**config.mk**
```make
export PLATFORM = sky130hd
export DESIGN_NAME = ar_tag_allocator_flat
export DESIGN_NICKNAME = d
export VERILOG_FILES = /design/src/rtl/rob_pkg.sv /design/src/rtl/axi_ar_if.sv /design/src/rtl/tag_free_list.sv /design/src/rtl/ar_tag_allocator.sv /design/src/flat_wrapper.sv
export SDC_FILE = /design/constraint.sdc
export NUM_CORES = 1
export LEC_CHECK = 0
export ABC_AREA = 1
export BUFFER_PORTS_ARGS = -buffer_cell sky130_fd_sc_hd__buf_4
export CAP_MARGIN = 20
export CORE_UTILIZATION = 40
export DETAILED_ROUTE_END_ITERATION = 10
export GPL_TIMING_DRIVEN = 0
export PLACE_DENSITY = 0.7
export SLEW_MARGIN = 20
export SYNTH_ARGS = -nofsm -noshare
export SYNTH_HDL_FRONTEND = slang
export SYNTH_HIERARCHICAL = 1
export SYNTH_SLANG_ARGS = --single-unit
```
**constraint.sdc**
```tcl
create_clock -name clk -period 6.2 [get_ports clk]
set_input_delay 0.62 -clock clk [delete_from_list [all_inputs] [get_ports clk]]
set_output_delay 0.62 -clock clk [all_outputs]
set_load 0.02 [all_outputs]
```
**src/rtl/rob_pkg.sv**
```systemverilog
// Shared read-reorder types: tag type, tag count and the tagged AR request layout.
package rob_pkg;

  localparam int unsigned AR_ID_WIDTH   = 4;
  localparam int unsigned AR_ADDR_WIDTH = 32;
  localparam int unsigned AR_LEN_WIDTH  = 8;
  localparam int unsigned AR_TAG_WIDTH  = 4;
  localparam int unsigned NUM_TAGS      = 2 ** AR_TAG_WIDTH;

  typedef logic [AR_TAG_WIDTH-1:0] tag_t;

  typedef struct packed {
    logic [AR_ID_WIDTH-1:0]   id;
    logic [AR_ADDR_WIDTH-1:0] addr;
    logic [AR_LEN_WIDTH-1:0]  len;
    logic [2:0]               size;
    logic [1:0]               burst;
    logic [3:0]               qos;
    tag_t                     tagid;
  } ar_req_t;

endpackage

```
**src/rtl/axi_ar_if.sv**
```systemverilog
// AXI read-address channel bundle extended with a reorder tag.
interface axi_ar_if #(
  parameter int unsigned ID_WIDTH   = 4,
  parameter int unsigned ADDR_WIDTH = 32,
  parameter int unsigned LEN_WIDTH  = 8,
  parameter int unsigned TAG_WIDTH  = 4
);
  logic                  valid;
  logic                  ready;
  logic [ID_WIDTH-1:0]   id;
  logic [ADDR_WIDTH-1:0] addr;
  logic [LEN_WIDTH-1:0]  len;
  logic [2:0]            size;
  logic [1:0]            burst;
  logic [3:0]            qos;
  logic [TAG_WIDTH-1:0]  tagid;

  modport master (output valid, id, addr, len, size, burst, qos, tagid, input ready);
  modport slave  (input valid, id, addr, len, size, burst, qos, tagid, output ready);
endinterface

```
**src/rtl/tag_free_list.sv**
```systemverilog
// Busy vector with lowest-free-index allocation, release and a busy-tag count.
module tag_free_list #(
  parameter int unsigned TAG_WIDTH = 4
) (
  input  logic                 clk,
  input  logic                 rst,
  input  logic                 alloc,
  output logic [TAG_WIDTH-1:0] alloc_tag,
  output logic                 any_free,
  input  logic                 rel_valid,
  input  logic [TAG_WIDTH-1:0] rel_tag,
  output logic                 rel_hit,
  output logic [TAG_WIDTH:0]   count
);
  localparam int Num = 2 ** TAG_WIDTH;

  logic [Num-1:0]     busy_q, busy_d;
  logic [TAG_WIDTH:0] count_q, count_d;

  // Scan from the top so the last hit wins: lowest free index.
  always_comb begin
    alloc_tag = '0;
    any_free  = 1'b0;
    for (int i = Num - 1; i >= 0; i--) begin
      if (!busy_q[i]) begin
        any_free  = 1'b1;
        alloc_tag = TAG_WIDTH'(i);
      end
    end
  end

  assign rel_hit = rel_valid && busy_q[rel_tag];

  // Allocation reads the registered vector, so a tag freed this cycle is never reissued here.
  always_comb begin
    busy_d = busy_q;
    if (rel_hit) busy_d[rel_tag] = 1'b0;
    if (alloc)   busy_d[alloc_tag] = 1'b1;
  end

  always_comb begin
    count_d = count_q;
    unique case ({alloc, rel_hit})
      2'b10:   count_d = count_q + 1'b1;
      2'b01:   count_d = count_q - 1'b1;
      default: count_d = count_q;
    endcase
  end

  always_ff @(posedge clk) begin
    if (rst) begin
      busy_q  <= '0;
      count_q <= '0;
    end else begin
      busy_q  <= busy_d;
      count_q <= count_d;
    end
  end

  assign count = count_q;
endmodule

```
**src/rtl/ar_tag_allocator.sv**
```systemverilog
// Tags upstream AR requests with a free reorder tag and remembers each tag's ARID.
// Optional stall counter enabled by defining AR_TAG_ALLOCATOR_STATS_EN.
module ar_tag_allocator
  import rob_pkg::*;
#(
  parameter int unsigned ID_WIDTH   = AR_ID_WIDTH,
  parameter int unsigned ADDR_WIDTH = AR_ADDR_WIDTH,
  parameter int unsigned LEN_WIDTH  = AR_LEN_WIDTH,
  parameter int unsigned TAG_WIDTH  = AR_TAG_WIDTH
) (
  input  logic                 clk,
  input  logic                 rst,
  axi_ar_if.slave              in_if,
  axi_ar_if.master             out_if,
  input  logic                 rel_valid,
  input  logic [TAG_WIDTH-1:0] rel_tag,
  output logic [ID_WIDTH-1:0]  rel_id,
  output logic                 rel_err,
  output logic [TAG_WIDTH:0]   outstanding
`ifdef AR_TAG_ALLOCATOR_STATS_EN
  ,
  output logic [31:0]          stall_cnt
`endif
);
  localparam int unsigned TagCount = 2 ** TAG_WIDTH;

  logic                  any_free, in_ready, accept, rel_hit;
  logic [TAG_WIDTH-1:0]  alloc_tag;
  logic                  out_valid_q, rel_err_q;
  logic [ID_WIDTH-1:0]   out_id_q;
  logic [ADDR_WIDTH-1:0] out_addr_q;
  logic [LEN_WIDTH-1:0]  out_len_q;
  logic [2:0]            out_size_q;
  logic [1:0]            out_burst_q;
  logic [3:0]            out_qos_q;
  logic [TAG_WIDTH-1:0]  out_tag_q;
  logic [ID_WIDTH-1:0]   id_table [TagCount];

  assign in_ready    = any_free && (!out_valid_q || out_if.ready);
  assign accept      = in_if.valid && in_ready;
  assign in_if.ready = in_ready;

  tag_free_list #(
    .TAG_WIDTH (TAG_WIDTH)
  ) u_free_list (
    .clk       (clk),
    .rst       (rst),
    .alloc     (accept),
    .alloc_tag (alloc_tag),
    .any_free  (any_free),
    .rel_valid (rel_valid),
    .rel_tag   (rel_tag),
    .rel_hit   (rel_hit),
    .count     (outstanding)
  );

  always_ff @(posedge clk) begin
    if (rst) begin
      out_valid_q <= 1'b0;
      rel_err_q   <= 1'b0;
    end else begin
      rel_err_q <= rel_valid && !rel_hit;
      if (accept) begin
        out_valid_q <= 1'b1;
      end else if (out_if.ready) begin
        out_valid_q <= 1'b0;
      end
    end
  end

  // Payload and id table need no reset: they are only observed behind valid/busy.
  always_ff @(posedge clk) begin
    if (accept) begin
      out_id_q            <= in_if.id;
      out_addr_q          <= in_if.addr;
      out_len_q           <= in_if.len;
      out_size_q          <= in_if.size;
      out_burst_q         <= in_if.burst;
      out_qos_q           <= in_if.qos;
      out_tag_q           <= alloc_tag;
      id_table[alloc_tag] <= in_if.id;
    end
  end

  assign out_if.valid = out_valid_q;
  assign out_if.id    = out_id_q;
  assign out_if.addr  = out_addr_q;
  assign out_if.len   = out_len_q;
  assign out_if.size  = out_size_q;
  assign out_if.burst = out_burst_q;
  assign out_if.qos   = out_qos_q;
  assign out_if.tagid = out_tag_q;

  assign rel_id  = id_table[rel_tag];
  assign rel_err = rel_err_q;

`ifdef AR_TAG_ALLOCATOR_STATS_EN
  logic [31:0] stall_cnt_q;

  always_ff @(posedge clk) begin
    if (rst) begin
      stall_cnt_q <= '0;
    end else if (in_if.valid && !in_ready && (stall_cnt_q != '1)) begin
      stall_cnt_q <= stall_cnt_q + 32'd1;
    end
  end

  assign stall_cnt = stall_cnt_q;
`endif
endmodule

```
**src/flat_wrapper.sv**
```systemverilog
// flat-port wrapper written by rule: the top's interface ports become plain ports
module ar_tag_allocator_flat import rob_pkg::*;
#(
  parameter int unsigned ID_WIDTH   = AR_ID_WIDTH,
  parameter int unsigned ADDR_WIDTH = AR_ADDR_WIDTH,
  parameter int unsigned LEN_WIDTH  = AR_LEN_WIDTH,
  parameter int unsigned TAG_WIDTH  = AR_TAG_WIDTH
)
  (clk, rst, rel_valid, rel_tag, rel_id, rel_err, outstanding, in_if_valid, in_if_id, in_if_addr, in_if_len, in_if_size, in_if_burst, in_if_qos, in_if_tagid, in_if_ready, out_if_valid, out_if_id, out_if_addr, out_if_len, out_if_size, out_if_burst, out_if_qos, out_if_tagid, out_if_ready);
  axi_ar_if #(.ID_WIDTH(ID_WIDTH), .ADDR_WIDTH(ADDR_WIDTH), .LEN_WIDTH(LEN_WIDTH), .TAG_WIDTH(TAG_WIDTH)) in_if_i ();
  axi_ar_if #(.ID_WIDTH(ID_WIDTH), .ADDR_WIDTH(ADDR_WIDTH), .LEN_WIDTH(LEN_WIDTH), .TAG_WIDTH(TAG_WIDTH)) out_if_i ();
  input  logic clk;
  input  logic rst;
  input  logic rel_valid;
  input  logic [TAG_WIDTH-1:0] rel_tag;
  output logic [ID_WIDTH-1:0] rel_id;
  output logic rel_err;
  output logic [TAG_WIDTH:0] outstanding;
  input wire logic [$bits(in_if_i.valid)-1:0] in_if_valid;
  input wire logic [$bits(in_if_i.id)-1:0] in_if_id;
  input wire logic [$bits(in_if_i.addr)-1:0] in_if_addr;
  input wire logic [$bits(in_if_i.len)-1:0] in_if_len;
  input wire logic [$bits(in_if_i.size)-1:0] in_if_size;
  input wire logic [$bits(in_if_i.burst)-1:0] in_if_burst;
  input wire logic [$bits(in_if_i.qos)-1:0] in_if_qos;
  input wire logic [$bits(in_if_i.tagid)-1:0] in_if_tagid;
  output wire logic [$bits(in_if_i.ready)-1:0] in_if_ready;
  output wire logic [$bits(out_if_i.valid)-1:0] out_if_valid;
  output wire logic [$bits(out_if_i.id)-1:0] out_if_id;
  output wire logic [$bits(out_if_i.addr)-1:0] out_if_addr;
  output wire logic [$bits(out_if_i.len)-1:0] out_if_len;
  output wire logic [$bits(out_if_i.size)-1:0] out_if_size;
  output wire logic [$bits(out_if_i.burst)-1:0] out_if_burst;
  output wire logic [$bits(out_if_i.qos)-1:0] out_if_qos;
  output wire logic [$bits(out_if_i.tagid)-1:0] out_if_tagid;
  input wire logic [$bits(out_if_i.ready)-1:0] out_if_ready;
  assign in_if_i.valid = in_if_valid;
  assign in_if_i.id = in_if_id;
  assign in_if_i.addr = in_if_addr;
  assign in_if_i.len = in_if_len;
  assign in_if_i.size = in_if_size;
  assign in_if_i.burst = in_if_burst;
  assign in_if_i.qos = in_if_qos;
  assign in_if_i.tagid = in_if_tagid;
  assign in_if_ready = in_if_i.ready;
  assign out_if_valid = out_if_i.valid;
  assign out_if_id = out_if_i.id;
  assign out_if_addr = out_if_i.addr;
  assign out_if_len = out_if_i.len;
  assign out_if_size = out_if_i.size;
  assign out_if_burst = out_if_i.burst;
  assign out_if_qos = out_if_i.qos;
  assign out_if_tagid = out_if_i.tagid;
  assign out_if_i.ready = out_if_ready;
  ar_tag_allocator #(.ID_WIDTH(ID_WIDTH), .ADDR_WIDTH(ADDR_WIDTH), .LEN_WIDTH(LEN_WIDTH), .TAG_WIDTH(TAG_WIDTH)) u_core (.clk(clk), .rst(rst), .in_if(in_if_i), .out_if(out_if_i), .rel_valid(rel_valid), .rel_tag(rel_tag), .rel_id(rel_id), .rel_err(rel_err), .outstanding(outstanding));
endmodule
```
==> metrics list <==
- OpenSTA, run right after detailed placement, puts the worst setup slack at 2.80 ns.
- Share of the clock period used by the worst path after layout: 54.6%
* Boundary pin count: 135
* Post-Route WL: 15200 um
- Arrival time at the worst endpoint: 3.67 ns
* Internal power component: 1720 uW
- Combinational cells account for 9.7% of the total power.
- List of most frequent post-synthesis cells: 139 x nand2_1, 121 x edfxtp_1, 76 x inv_1, 65 x nand3_1, 35 x nor2_1
- Buffers inserted to repair hold after CTS numbered 0.
- Of the total power, registers draw 48.5%.
- Maximum cell stage delay along the critical path: 0.62 ns
- Final critical delay including setup and external delays: 3.39 ns
* Yosys warning total: 6
- Via count: 4657
* Total setup buffers inserted after CTS: 0
- Post-synth top area share: 60.0%
- Portion of the post-synthesis area used by sequential elements: 67.6%
- STA classifies the critical path endpoint as a flop.
* Commonest register cell after synthesis: edfxtp_1
* Power Dens Cells: 288 nW/um^2
- Count of flip-flops with a built-in enable after synthesis: 121
- The pre-antenna-repair detailed-routing pass consisted of 7 iterations.
- At the end of the flow, the number of nets in the layout was 787.
* Result of the run: completed
* Compound-gate portion of the synthesized area: 4.30%
- Crit path required time: 6.49 ns
* Clock group share of total power: 41.8%
* Post-detailed-route via-to-cell ratio: 5.10
- The count of buffers added on input and output ports is 130.
- Clock-pin slew was measured on the worst setup and hold paths at 0.06 ns.
- In this run the power spent charging and discharging nets is 541 uW.
* Upper clock frequency limit: 0.295 GHz
* Most area-consuming cells after synthesis: edfxtp_1 60%, nand2_1 8.6%, dfxtp_1 7.6%, nand3_1 5.4%, inv_1 4.7%
- Of the total power, the share spent switching nets is 23.9%.
- Distinct cell type count of the synthesized netlist: 31
* Launching element type of the critical path: flop
- Die Span Y: 125 um
- Die ar.: 15600 um^2
- The number of global-route vias before repair came to 4699.
- Once detail routing completed, the nets flagged for antenna violations numbered 0.
- RSZ-0062 raised after global routing: false
- For the final routed database, the setup TNS stands at 0 ns.
- The synthesized netlist devotes 19.8% of its cell area to simple gates.
* Parity-gate share of the synthesized area counting xor and xnor cells: 0.289%
- Maximum clock skew at final layout: 0.00750 ns
* Peak supply drop: 231 uV
- Initial Utilization: 41.4%
- The HPWL after detailed placement is 10800 um.
- Entering global routing, the biggest net connects 19 pins.
* Residual DRC count: 0
- CP max stage cell: nor3b_4
* Multiplexer share of the synthesized area: 0%
- Leakage component of the power: 0.00327 uW
- Synthesis inferred 144 register bits.
- The clock passes through at most 2 buffers.
- The path class of the tightest hold or removal check is in2reg.
- PnR worst setup slack: 2.81 ns
- The number of failing hold endpoints at the final stage came to 0.
* Slew HR: 48.5%
* Width of the die: 125 um
- Synthesis-to-finish area growth: 29.5%
* Overall fraction of global-route tracks in use: 20.0%
- Detailed-route wire length per cell: 16.7 um
- Antenna cells: 0
* CTS H-tree lvls: 4
- CTS placed an instance of clkbuf_16 at the clock tree root.
- List of cells traversed by the critical path: buf_2 > nand4_1 > nor2_1 > nand2_1 > inv_1 > nor3b_4 > inv_1 > ha_1 > ha_1 > nand2_1 > nor2_1 > a211oi_1 > nor2_1 > nor2_1 > nand2_1 > nor3b_1
- By instance count, the leading cell after synthesis is nand2_1.
- Final Max Slew Viols: 0
- Summed over all layers, the global routing overflow is 0.
* Crit Path Category: reg2reg
- Share of synthesized cell area in full adder, half adder and majority cells: 1.16%
- Post-CTS repair changed the size of 0 cells.
* Biggest area consumer among synthesized cells: edfxtp_1
* Post-synth net total: 635
- Post-Synthesis Mean Instance Area: 10.7 um^2
- The first global-routing pass estimated 23700 um of wire.
- Number of antenna violations at the first check in global routing: 0
- TritonCTS built the clock tree.
* Ratio of cells with drive above 1 in the final layout: 26.6%
* Dominant combinational cell family by area after synthesis: simple AND/OR/NAND/NOR gates
* Placer congestion estimate: 0.919
- Counting every instance in the synthesized netlist gives 564.
- The synthesized netlist occupies a cell area of 6060 um^2.
- Async SR Flop Fraction: 0%
* Count of standard-cell rows: 44
- Number of CTS-inserted buffers: 17
- Setup violations remaining at the end of the flow were counted as 0.
- Clk Latency, worst-skew pair: 0.42 ns
* Maximum fanout count along the critical path: 15
- For this design, the sink count on the clock tree is 144.
* Slew @ Worst Pin: 0.766 ns
- Max-cap violations in this run came to 0.
- After the first detailed-routing iteration, the DRC count stood at 431.
* Area inside the core boundary: 14600 um^2
- Most repeated library cell on the critical path: nor2_1
[registers in the layout, summed over array words and instances, names as in the netlist]
signal / count
u_core/u_free_list/busy_q: 16
u_core/out_if.qos: 4
u_core/out_if.valid: 1
u_core/out_if.len: 8
u_core/out_if.size: 3
u_core/u_free_list/count: 5
u_core/out_if.burst: 2
u_core/out_if.addr: 32
u_core/out_if.tagid: 4
u_core/out_if.id: 4
u_core/id_table: 64
u_core/rel_err: 1
[power by group through the flow]
stage / Sequential, uW / Combinational (uW) / Clock [uW]
after floorplan: 1150 / 74.2 / 0
after global placement: 1120 / 211 / 0
after detailed placement: 1120 / 219 / 0
after CTS: 1100 / 220 / 957
after global routing: 1100 / 234 / 1000
final: 1100 / 219 / 944
[per-stage QoR]
| stage | hold slack [ns] | std cells | total power (uW) | utilization, % | cell area, um^2 |
|---|---|---|---|---|---|
| after floorplan | 0.457 | 564 | 1220 | - | 6060 |
| after global placement | 0.481 | 878 | 1330 | 49.6 | 7260 |
| after detailed placement | 0.500 | 881 | 1330 | 49.8 | 7300 |
| after CTS | 0.357 | 913 | 2270 | 53.6 | 7840 |
| after global routing | 0.349 | 913 | 2340 | 53.6 | 7840 |
| final | 0.371 | 913 | 2260 | 53.6 | 7840 |
[metal layers]
layer	part of all wire [%]	vias to the layer above	global-route usage (%)	wire length, um
met1	41	2215	23.4	6250
li1	-	2206	-	-
met3	6.6	32	6.42	1010
met4	2.1	0	9.04	324
met2	50	204	33.7	7630
met5	0	-	0	0
[kinds of logic (layout without fill, tap and decap cells)]
| kind of cell | Yosys count | in the layout |
|---|---|---|
| AOI/OAI and AO/OA | 46 | 46 |
| and+or+nand+nor | 269 | 269 |
| xor gates and xnor gates | 2 | 2 |
| buffers and inverters | 98 | 263 |
| DFF | 144 | 144 |
| adders and majority gates | 5 | 5 |
[placed cells by master (no fill, tap or decap), types with 2 or more instances in the layout]
cell,synthesis,layout
nand2_1,139,139
buf_4,2,132
edfxtp_1,121,121
inv_1,76,76
nand3_1,65,65
nor2_1,35,35
dfxtp_1,23,23
a21oi_1,18,18
clkbuf_16,0,17
nand4_1,14,14
o21ai_1,11,11
buf_6,4,7
buf_2,7,7
o21ai_0,7,7
inv_2,6,6
clkinv_2,0,5
nand2_4,4,4
ha_1,4,4
clkinvlp_4,0,3
clkinv_4,0,3
clkbuf_1,3,3
nand2_2,3,3
nor3_1,3,3
a211oi_1,3,3
o31ai_1,3,3
clkinv_1,0,2
nor3b_1,2,2
nor2_2,2,2
xnor2_1,2,2
[cell type report]
type	instances	area, um^2
buffer	16	106
clock buffer	17	425
clock inverter	15	120
fill	1277	6800
inverter	82	308
multi-input combinational	322	1550
sequential	144	4090
tap	184	230
timing repair buffer	133	1010
[path summary, 6_finish.rpt]
| kind | start | endpoint | slack [ns] | cells past startpoint |
|---|---|---|---|---|
| max reg2reg | u_core/u_free_list/busy_q[2]$_SDFF_PP0_ | u_core/u_free_list/count[4]$_SDFFE_PP0P_ | 2.81 | 16 |
| min reg2reg | u_core/u_free_list/count[0]$_SDFFE_PP0P_ | u_core/u_free_list/count[0]$_SDFFE_PP0P_ | 0.51 | 2 |
| min | in_if_addr[13] | u_core/out_if.addr[13]$_DFFE_PP_ | 0.37 | 1 |
| max | u_core/u_free_list/busy_q[2]$_SDFF_PP0_ | u_core/u_free_list/count[4]$_SDFFE_PP0P_ | 2.81 | 16 |
[critical path, delay by kind of cell (launching register included)]
kind / cells / cell delay, ns
AO/OA/AOI/OAI: 1 / 0.28
adder cells (fa/ha/maj): 2 / 0.67
buffers and inverters: 3 / 0.51
flip-flops: 1 / 0.29
AND/OR/NAND/NOR: 10 / 1.49
(Power assumes the default switching activity.)
